## config.mk

```make
export PLATFORM = sky130hd
export DESIGN_NAME = dmem_arbiter_flat
export DESIGN_NICKNAME = d
export VERILOG_FILES = /design/src/rtl/dmem_arbiter_if.sv /design/src/rtl/dmem_arbiter.sv /design/src/flat_wrapper.sv
export SDC_FILE = /design/constraint.sdc
export NUM_CORES = 1
export LEC_CHECK = 0
export CAP_MARGIN = 15
export CELL_PAD_IN_SITES_DETAIL_PLACEMENT = 0
export CELL_PAD_IN_SITES_GLOBAL_PLACEMENT = 1
export CORE_MARGIN = 2
export CORE_UTILIZATION = 28
export DETAILED_ROUTE_END_ITERATION = 8
export PLACE_DENSITY_LB_ADDON = 0.05
export SLEW_MARGIN = 10
export SYNTH_ARGS = -nofsm -noshare
export SYNTH_HDL_FRONTEND = slang
export SYNTH_SLANG_ARGS = --single-unit
```

## constraint.sdc

```tcl
create_clock -name clk -period 4.8 [get_ports clk]
set_clock_uncertainty 0.1 [all_clocks]
set_input_delay 1.2 -clock clk [delete_from_list [all_inputs] [get_ports clk]]
set_output_delay 1.2 -clock clk [all_outputs]
set_load 0.005 [all_outputs]
```

## src/rtl/dmem_arbiter_if.sv

```systemverilog
// Bus bundle between the two data-memory requesters, the arbiter and the SRAM.
// master = requester/memory side, slave = arbiter side.
interface dmem_arbiter_if;
  logic        req0;
  logic        req1;
  logic        we0;
  logic        we1;
  logic [31:0] addr0;
  logic [31:0] addr1;
  logic [31:0] wdata0;
  logic [31:0] wdata1;
  logic        ack0;
  logic        ack1;
  logic        err0;
  logic        err1;
  logic [31:0] rdata0;
  logic [31:0] rdata1;
  logic        freeze;
  logic        mem_read;
  logic        mem_write;
  logic [31:0] mem_addr;
  logic [31:0] mem_wdata;
  logic [31:0] mem_rdata;
  logic        busy;

  modport master (
    output req0, req1, we0, we1, addr0, addr1, wdata0, wdata1, mem_rdata,
    input  ack0, ack1, err0, err1, rdata0, rdata1, freeze,
    input  mem_read, mem_write, mem_addr, mem_wdata, busy
  );

  modport slave (
    input  req0, req1, we0, we1, addr0, addr1, wdata0, wdata1, mem_rdata,
    output ack0, ack1, err0, err1, rdata0, rdata1, freeze,
    output mem_read, mem_write, mem_addr, mem_wdata, busy
  );
endinterface

```

## src/rtl/dmem_arbiter.sv

```systemverilog
// Round-robin two-port arbiter for the single-ported data memory, with
// programmable SRAM wait states and a pipeline freeze for port 0.
module dmem_arbiter #(
  parameter int unsigned ACCESS_CYCLES = 2,
  parameter logic [31:0] BASE_ADDR     = 32'd1024,
  parameter int unsigned DEPTH_BYTES   = 64
) (
  input logic          clk,
  input logic          rst,
  dmem_arbiter_if.slave bus
);
  typedef enum logic [1:0] {IDLE, ACCESS, DONE} state_t;

  localparam logic [32:0] ADDR_LO  = {1'b0, BASE_ADDR};
  localparam logic [32:0] ADDR_HI  = ADDR_LO + 33'(DEPTH_BYTES) - 33'd4;
  localparam logic [3:0]  CNT_INIT = 4'(ACCESS_CYCLES - 1);

  state_t      r_state;
  state_t      w_next;
  logic [3:0]  r_cnt;
  logic        r_last_grant;
  logic        r_port;
  logic        r_we;
  logic        r_err;
  logic [31:0] r_addr;
  logic [31:0] r_wdata;
  logic [31:0] r_rdata0;
  logic [31:0] r_rdata1;

  logic        w_any_req;
  logic        w_gnt_port;
  logic [31:0] w_gnt_addr;
  logic        w_in_range;
  logic        w_last_cycle;
  logic        w_ack0;
  logic        w_ack1;
  logic        w_unused;

  assign w_unused = ^{bus.addr0[1:0], bus.addr1[1:0]};

  // Range is judged on the address about to be latched, so the IDLE
  // decision can jump straight to DONE for an out-of-range access.
  always_comb begin
    w_any_req  = bus.req0 | bus.req1;
    w_gnt_port = (bus.req0 && bus.req1) ? ~r_last_grant : bus.req1;
    w_gnt_addr = w_gnt_port ? {bus.addr1[31:2], 2'b00} : {bus.addr0[31:2], 2'b00};
    w_in_range = ({1'b0, w_gnt_addr} >= ADDR_LO) && ({1'b0, w_gnt_addr} <= ADDR_HI);
    w_last_cycle = (r_cnt == 4'd0);
  end

  always_ff @(posedge clk or posedge rst) begin
    if (rst) r_state <= IDLE;
    else     r_state <= w_next;
  end

  always_comb begin
    w_next = r_state;
    case (r_state)
      IDLE:    if (w_any_req) w_next = w_in_range ? ACCESS : DONE;
      ACCESS:  if (w_last_cycle) w_next = DONE;
      DONE:    w_next = IDLE;
      default: w_next = IDLE;
    endcase
  end

  always_ff @(posedge clk or posedge rst) begin
    if (rst) begin
      r_cnt        <= '0;
      r_last_grant <= 1'b1;
      r_port       <= 1'b0;
      r_we         <= 1'b0;
      r_err        <= 1'b0;
      r_addr       <= '0;
      r_wdata      <= '0;
      r_rdata0     <= '0;
      r_rdata1     <= '0;
    end else begin
      case (r_state)
        IDLE: begin
          if (w_any_req) begin
            r_port       <= w_gnt_port;
            r_last_grant <= w_gnt_port;
            r_we         <= w_gnt_port ? bus.we1 : bus.we0;
            r_addr       <= w_gnt_addr;
            r_wdata      <= w_gnt_port ? bus.wdata1 : bus.wdata0;
            r_err        <= ~w_in_range;
            r_cnt        <= w_in_range ? CNT_INIT : '0;
            if (!w_in_range) begin
              if (w_gnt_port) r_rdata1 <= '0;
              else            r_rdata0 <= '0;
            end
          end
        end
        ACCESS: begin
          if (w_last_cycle) begin
            if (!r_we) begin
              if (r_port) r_rdata1 <= bus.mem_rdata;
              else        r_rdata0 <= bus.mem_rdata;
            end
          end else begin
            r_cnt <= r_cnt - 4'd1;
          end
        end
        default: ;
      endcase
    end
  end

  always_comb begin
    w_ack0        = (r_state == DONE) && !r_port;
    w_ack1        = (r_state == DONE) &&  r_port;
    bus.ack0      = w_ack0;
    bus.ack1      = w_ack1;
    bus.err0      = w_ack0 & r_err;
    bus.err1      = w_ack1 & r_err;
    bus.rdata0    = r_rdata0;
    bus.rdata1    = r_rdata1;
    bus.freeze    = bus.req0 & ~w_ack0;
    bus.busy      = (r_state != IDLE);
    bus.mem_read  = 1'b0;
    bus.mem_write = 1'b0;
    bus.mem_addr  = '0;
    bus.mem_wdata = '0;
    // Write strobe only in the last wait-state cycle: one write edge per access.
    if (r_state == ACCESS) begin
      bus.mem_read  = ~r_we;
      bus.mem_write = r_we & w_last_cycle;
      bus.mem_addr  = r_addr;
      bus.mem_wdata = r_wdata;
    end
  end
endmodule

```

## src/flat_wrapper.sv

```systemverilog
// flat-port wrapper written by rule: the top's interface ports become plain ports
module dmem_arbiter_flat 
#(
  parameter int unsigned ACCESS_CYCLES = 2,
  parameter logic [31:0] BASE_ADDR     = 32'd1024,
  parameter int unsigned DEPTH_BYTES   = 64
)
  (clk, rst, bus_req0, bus_req1, bus_we0, bus_we1, bus_addr0, bus_addr1, bus_wdata0, bus_wdata1, bus_mem_rdata, bus_ack0, bus_ack1, bus_err0, bus_err1, bus_rdata0, bus_rdata1, bus_freeze, bus_mem_read, bus_mem_write, bus_mem_addr, bus_mem_wdata, bus_busy);
  dmem_arbiter_if bus_i ();
  input logic clk;
  input logic rst;
  input wire logic [$bits(bus_i.req0)-1:0] bus_req0;
  input wire logic [$bits(bus_i.req1)-1:0] bus_req1;
  input wire logic [$bits(bus_i.we0)-1:0] bus_we0;
  input wire logic [$bits(bus_i.we1)-1:0] bus_we1;
  input wire logic [$bits(bus_i.addr0)-1:0] bus_addr0;
  input wire logic [$bits(bus_i.addr1)-1:0] bus_addr1;
  input wire logic [$bits(bus_i.wdata0)-1:0] bus_wdata0;
  input wire logic [$bits(bus_i.wdata1)-1:0] bus_wdata1;
  input wire logic [$bits(bus_i.mem_rdata)-1:0] bus_mem_rdata;
  output wire logic [$bits(bus_i.ack0)-1:0] bus_ack0;
  output wire logic [$bits(bus_i.ack1)-1:0] bus_ack1;
  output wire logic [$bits(bus_i.err0)-1:0] bus_err0;
  output wire logic [$bits(bus_i.err1)-1:0] bus_err1;
  output wire logic [$bits(bus_i.rdata0)-1:0] bus_rdata0;
  output wire logic [$bits(bus_i.rdata1)-1:0] bus_rdata1;
  output wire logic [$bits(bus_i.freeze)-1:0] bus_freeze;
  output wire logic [$bits(bus_i.mem_read)-1:0] bus_mem_read;
  output wire logic [$bits(bus_i.mem_write)-1:0] bus_mem_write;
  output wire logic [$bits(bus_i.mem_addr)-1:0] bus_mem_addr;
  output wire logic [$bits(bus_i.mem_wdata)-1:0] bus_mem_wdata;
  output wire logic [$bits(bus_i.busy)-1:0] bus_busy;
  assign bus_i.req0 = bus_req0;
  assign bus_i.req1 = bus_req1;
  assign bus_i.we0 = bus_we0;
  assign bus_i.we1 = bus_we1;
  assign bus_i.addr0 = bus_addr0;
  assign bus_i.addr1 = bus_addr1;
  assign bus_i.wdata0 = bus_wdata0;
  assign bus_i.wdata1 = bus_wdata1;
  assign bus_i.mem_rdata = bus_mem_rdata;
  assign bus_ack0 = bus_i.ack0;
  assign bus_ack1 = bus_i.ack1;
  assign bus_err0 = bus_i.err0;
  assign bus_err1 = bus_i.err1;
  assign bus_rdata0 = bus_i.rdata0;
  assign bus_rdata1 = bus_i.rdata1;
  assign bus_freeze = bus_i.freeze;
  assign bus_mem_read = bus_i.mem_read;
  assign bus_mem_write = bus_i.mem_write;
  assign bus_mem_addr = bus_i.mem_addr;
  assign bus_mem_wdata = bus_i.mem_wdata;
  assign bus_busy = bus_i.busy;
  dmem_arbiter #(.ACCESS_CYCLES(ACCESS_CYCLES), .BASE_ADDR(BASE_ADDR), .DEPTH_BYTES(DEPTH_BYTES)) u_core (.clk(clk), .rst(rst), .bus(bus_i));
endmodule
```

* Word level (Yosys, flattened, before mapping) *
Cells that the tools add are included.

operators by class
  add/sub/neg operators = 1
  bitwise gates (word level) = 9
  equal/unequal tests = 11
  mux-type cells = 30
  div/mod/pow operators = 0
  multiply operators = 0
  order comparisons = 2
  shifts and indexed selects = 0
  reductions and logical operators = 14

operators with widths
  cell                                                               count
  two-way mux 32 bit                                                 16
  case mux 32 bit (2 select lines)                                   2
  >= comparator 32 x 11 -> 1 bit (second input constant)             1
  less-or-equal comparator 32 x 11 -> 1 bit (second input constant)  1
  AND reduction 7 bit                                                2
  != test 2 bit (second input constant)                              5
  two-way mux 4 bit                                                  2
  != test 2 x 1 -> 1 bit (second input constant)                     4
  case mux 4 bit (2 select lines)                                    1
  two-way mux 2 bit                                                  3
  two-way mux 1 bit                                                  5
  bitwise AND 1 bit                                                  4
  logical AND 1 bit                                                  4
  zero test 4 bit                                                    1
  inverter 1 bit                                                     4
  case mux 2 bit (2 select lines)                                    1
  AND reduction 2 bit                                                2
  nonzero test 2 bit                                                 2
  subtractor 4 x 1 -> 4 bit (second input constant)                  1
  AND reduction 3 bit                                                1
  == test 2 x 1 -> 1 bit (second input constant)                     1
  == test 2 bit (second input constant)                              1
  zero test 2 bit                                                    1
  zero test 1 bit                                                    1
  bitwise OR 1 bit                                                   1

word-level totals
  flip-flop bits (word level) = 138
  bits in latches = 0
  memories kept = 0
  input port bits = 166
  ROM bits = 0
  bits in writable memories = 0
  output and inout bits = 136

* Logic depth before layout (Yosys ltp) *
  depth after elaboration = 8
  gate-level depth with buffers = 7
  depth with buffers taken out = 7

* Least setup slack after synthesis *
No wires, ideal clock.

  kind = in2reg
  start = input port bus_addr0[27]
  end = register u_core.r_rdata0[0], in the netlist u_core.bus.rdata0[0]
  data arrival time = 2.478 ns
  setup time = 0.125 ns
  data required time = 4.575 ns
  buffers on the path = 1
  slack = 2.097 ns
  cell stages on the path = 6
  cell sequence = nor4b_1 nand4_1 o211ai_1 o31a_4 buf_6 mux2_2

between the ends
  cells in the longest elaborated chain, start to end = 5
  elaborated cells between the ends (all ways) = 6
  those cells by class = order compare (2); eq/ne (1); mux (1); reduce/logical (2)

RTL lines
  element                                                                                             line                RTL
  start: declaration                                                                                  flat_wrapper.sv:16  input wire logic [$bits(bus_i.addr0)-1:0] bus_addr0;
  two-way mux 32 bit *                                                                                dmem_arbiter.sv:46  w_gnt_addr = w_gnt_port ? {bus.addr1[31:2], 2'b00} : {bus.addr0[31:2], 2'b00};
  >= comparator 32 x 11 -> 1 bit / less-or-equal comparator 32 x 11 -> 1 bit (equally long branches)  dmem_arbiter.sv:47  w_in_range = ({1'b0, w_gnt_addr} >= ADDR_LO) && ({1'b0, w_gnt_addr} <= ADDR_HI);
  logical AND 1 bit *                                                                                 dmem_arbiter.sv:47
  != test 2 bit (no source line) *                                                                    n/a
  AND reduction 7 bit (no source line) *                                                              n/a
  end signal: assignment                                                                              dmem_arbiter.sv:98  else r_rdata0 <= bus.mem_rdata;
  end: declaration                                                                                    dmem_arbiter.sv:27  logic [31:0] r_rdata0;

Every way passes the cells marked *; elsewhere a longest branch is shown, timed or not.
A chain may end at the register's enable or synchronous reset.

* Final worst setup path *
  start = register u_core.r_state[1]
  end = output port bus_mem_wdata[29]

between the ends
  cells in the longest elaborated chain, start to end = 2

RTL lines
  element                   line                 RTL
  start: declaration        dmem_arbiter.sv:18   state_t r_state;
  start signal: assignment  dmem_arbiter.sv:53   else r_state <= w_next;
  == test 2 x 1 -> 1 bit    dmem_arbiter.sv:125  if (r_state == ACCESS) begin
  two-way mux 32 bit        dmem_arbiter.sv:125
  end: declaration          flat_wrapper.sv:31   output wire logic [$bits(bus_i.mem_wdata)-1:0] bus_mem_wdata;

Every way passes these cells.

==> impl_metrics.env <==
export IMPL_status="finished clean"
export IMPL_synth_seq_cells=136
export IMPL_dieArea_mm2=0.02505
export IMPL_syn_inst=621
export IMPL_fin_crit_ns=3.880
export IMPL_reg2reg_depth=5
export IMPL_clock_latency_ns=0.41
export IMPL_finalCritPeriodShare_pct=80.84
export IMPL_worst_pin_slew_ns=0.9982
export IMPL_rsz0062_at_grt="false"
export IMPL_crit_path_start="u_core.r_state[1]"
export IMPL_ys_async_sr_fraction_pct=100.0
export IMPL_slowest_delay_ns=0.67
export IMPL_start_util_pct=28.48
export IMPL_cts_root_buffer="clkbuf_16"
export IMPL_critPathArrivalTime_ns=2.58
export IMPL_routed_via_density=4.430
export IMPL_yosys_most_used_dff="dfrtp_1"
export IMPL_vias=5476
export IMPL_crit_required_ns=3.50
export IMPL_antenna_found_initial=0
export IMPL_hp_start="u_core.r_wdata[29]"
export IMPL_end_kind="output port"
export IMPL_clk_path_buf_depth=2
export IMPL_yosysWarnings=0
export IMPL_switching_share_pct=28.17
export IMPL_grt_max_degree=77
export IMPL_drtIter0Drc=220
export IMPL_yosys_area_top_type="dfrtp_1"
export IMPL_routabilityCongestion=0.7694
export IMPL_cap_violations=0
export IMPL_hold_worst_slack_ns=0.3716
export IMPL_num_antenna_cells=0
export IMPL_path_cells="and2b_2 > buf_4 > and2_1 > clkdlybuf4s50_1"
export IMPL_synth_avg_cell_area_um2=10.73
export IMPL_die_x_um=158.3
export IMPL_p_int_w=0.002261
export IMPL_utilization_pct=44.88
export IMPL_cts_resized=0
export IMPL_holdPathStages=2
export IMPL_yosysTopAreaCellShare_pct=50.69
export IMPL_cp_start_kind="register"
export IMPL_p_leak_nw=4.525
export IMPL_die_h_um=158.3
export IMPL_drv_slew=0
export IMPL_ant_nets=0
export IMPL_slowest_stage="and2b_2"
export IMPL_grt_overflow_total=0
export IMPL_drive_gt1_share_pct=11.89
export IMPL_clkTransAtPathRegs_ns=0.06
export IMPL_power_density_mw_per_mm2=299.7
export IMPL_ys_types=43
export IMPL_reg2reg_from="u_core.r_state[1]"
export IMPL_wl_mm=20.62
export IMPL_rows=56
export IMPL_peakVddDrop_v=0.0001834
export IMPL_r2r_end="u_core.bus.rdata1[3]"
export IMPL_first_global_vias=5698
export IMPL_netlist_area_mm2=0.006664
export IMPL_grt_first_pass_wirelength_mm=31.77
export IMPL_critPathMaxFanout=33
export IMPL_area_growth_pct=57.60
export IMPL_core_area_mm2=0.02340
export IMPL_clockPowerShare_pct=41.7
export IMPL_combPwrFrac_pct=16.0
export IMPL_hold_class="reg -> reg"
export IMPL_port_buffers=295
export IMPL_ys_seq_area_share_pct=51.09
export IMPL_cts_sinks=136
export IMPL_p_sw_w=0.0008868
export IMPL_post_cts_setup_buffers=0
export IMPL_cts_buffers=17
export IMPL_wl_per_cell_um=16.68
export IMPL_synth_edff_count=0
export IMPL_drc_errors=0
export IMPL_cts_hold_buffers=0
export IMPL_io_pins=302
export IMPL_setup_viol=0
export IMPL_fmax_ghz=0.2577
export IMPL_worstHoldEndpoint="u_core.r_wdata[29]"
export IMPL_grt_usage_pct=16.57
export IMPL_reg2reg_slack_ns=1.56
export IMPL_drt_pass1_iter_count=8
export IMPL_fin_nets=1072
export IMPL_path_class="reg -> out"
export IMPL_cts_tree="yes"
export IMPL_slew_headroom_pct=33.45
export IMPL_h_tree_depth=4
export IMPL_dp_hpwl_mm=14.88
export IMPL_hold_viol=0
export IMPL_tns_ns=0
export IMPL_pwr_share_seq_pct=42.3
export IMPL_synth_top_cells_by_area="dfrtp_1, and2_1, mux2_4, mux2i_1, nand2_1"
## area by class of cell
| class | count | area (µm²) |
|---|---|---|
| clock buffer | 17 | 425.4 |
| clock inverter | 15 | 160.2 |
| fill | 2304 | 12900 |
| inverter | 5 | 22.52 |
| multi-input combinational | 439 | 3050 |
| sequential | 136 | 3405 |
| tap | 319 | 399.1 |
| timing repair buffer | 305 | 3040 |
## metal layers
layer	GRT usage, %	part of all wire, %
met4	4.891	1.1
met5	0	0
met3	5.253	7.6
met1	21.82	44
met2	26.15	47
## cells by family after synthesis
family	Yosys count	synth area share, %
buffers and inverters	47	3.549
adders and majority gates	2	0.3755
other	1	0.05627
muxes	102	18.21
DFF	136	51.09
AOI/OAI and AO/OA	79	7.191
and+or+nand+nor	252	19.26
xor gates and xnor gates	2	0.2629
## flip-flops by register name (all words and copies together), names as in the netlist
signal,flops
u_core.bus.rdata0,32
u_core.bus.rdata1,32
u_core.r_addr,30
u_core.r_cnt,4
u_core.r_err,1
u_core.r_last_grant,1
u_core.r_port,1
u_core.r_state,2
u_core.r_wdata,32
u_core.r_we,1
## power groups by stage
stage          clock network, W  logic [W]  registers, W
5_1_grt                 0.00140   0.000564       0.00135
4_1_cts                 0.00135   0.000515       0.00133
3_5_place_dp                  0   0.000514       0.00135
2_1_floorplan                 0   0.000296       0.00133
6_report                0.00131   0.000505       0.00133
3_3_place_gp                  0   0.000505       0.00135
## Yosys cell counts (2+ instances only)
cell        n
a31oi_1    29
and2_1     97
buf_1       7
buf_2       6
buf_4       2
buf_6       6
clkbuf_1   21
dfrtp_1   135
ha_1        2
inv_1       5
mux2_1     10
mux2_2     24
mux2_4     30
mux2i_1    38
nand2_1    94
nand2b_1    2
nand3_1     2
nand4_1     3
nor2_1     32
nor3b_1     2
nor4_1     11
o21a_1      2
o21ai_0    41
## worst max-delay path, delay by kind of cell, from the launching register on
family	cells	cell delay [ns]
buf+inv	2	0.92
simple gates	2	0.83
flops	1	0.41
## how the worst max path moves through the flow
stage          cells past startpoint                     to  slack (ns)
2_1_floorplan                      1   u_core.bus.rdata0[0]        1.81
3_3_place_gp                       7  u_core.bus.rdata1[13]        0.82
3_5_place_dp                       7  u_core.bus.rdata1[31]        0.75
4_1_cts                            4      bus_mem_wdata[20]        0.81
5_1_grt                            4      bus_mem_wdata[20]        0.71
6_report                           4      bus_mem_wdata[29]        0.92
## placed cells by master, fill, tap and decap left out, drive strengths merged, types with 3 or more instances in the layout
cell	instances
nand2	95
clkdlybuf4s50	295
clkinv	3
nand4	3
o21ai	41
nor3b	3
and2	97
inv	12
clkbuf	17
nor4	11
mux2i	38
nor2	33
buf	10
mux2	64
a31oi	29
dfrtp	135
clkinvlp	4
## metrics by stage
stage               setup WS (ns)  instances  total power, W  cell area, µm²
floorplan                   1.808        622        0.001627            6671
global placement           0.8192       1204        0.001850            9917
detailed placement         0.7493       1204        0.001867            9917
CTS                        0.8119       1236        0.003202           10500
global route               0.7137       1236        0.003315           10500
finish                     0.9197       1236        0.003148           10500
No activity file was read; power rests on OpenSTA's default activity.
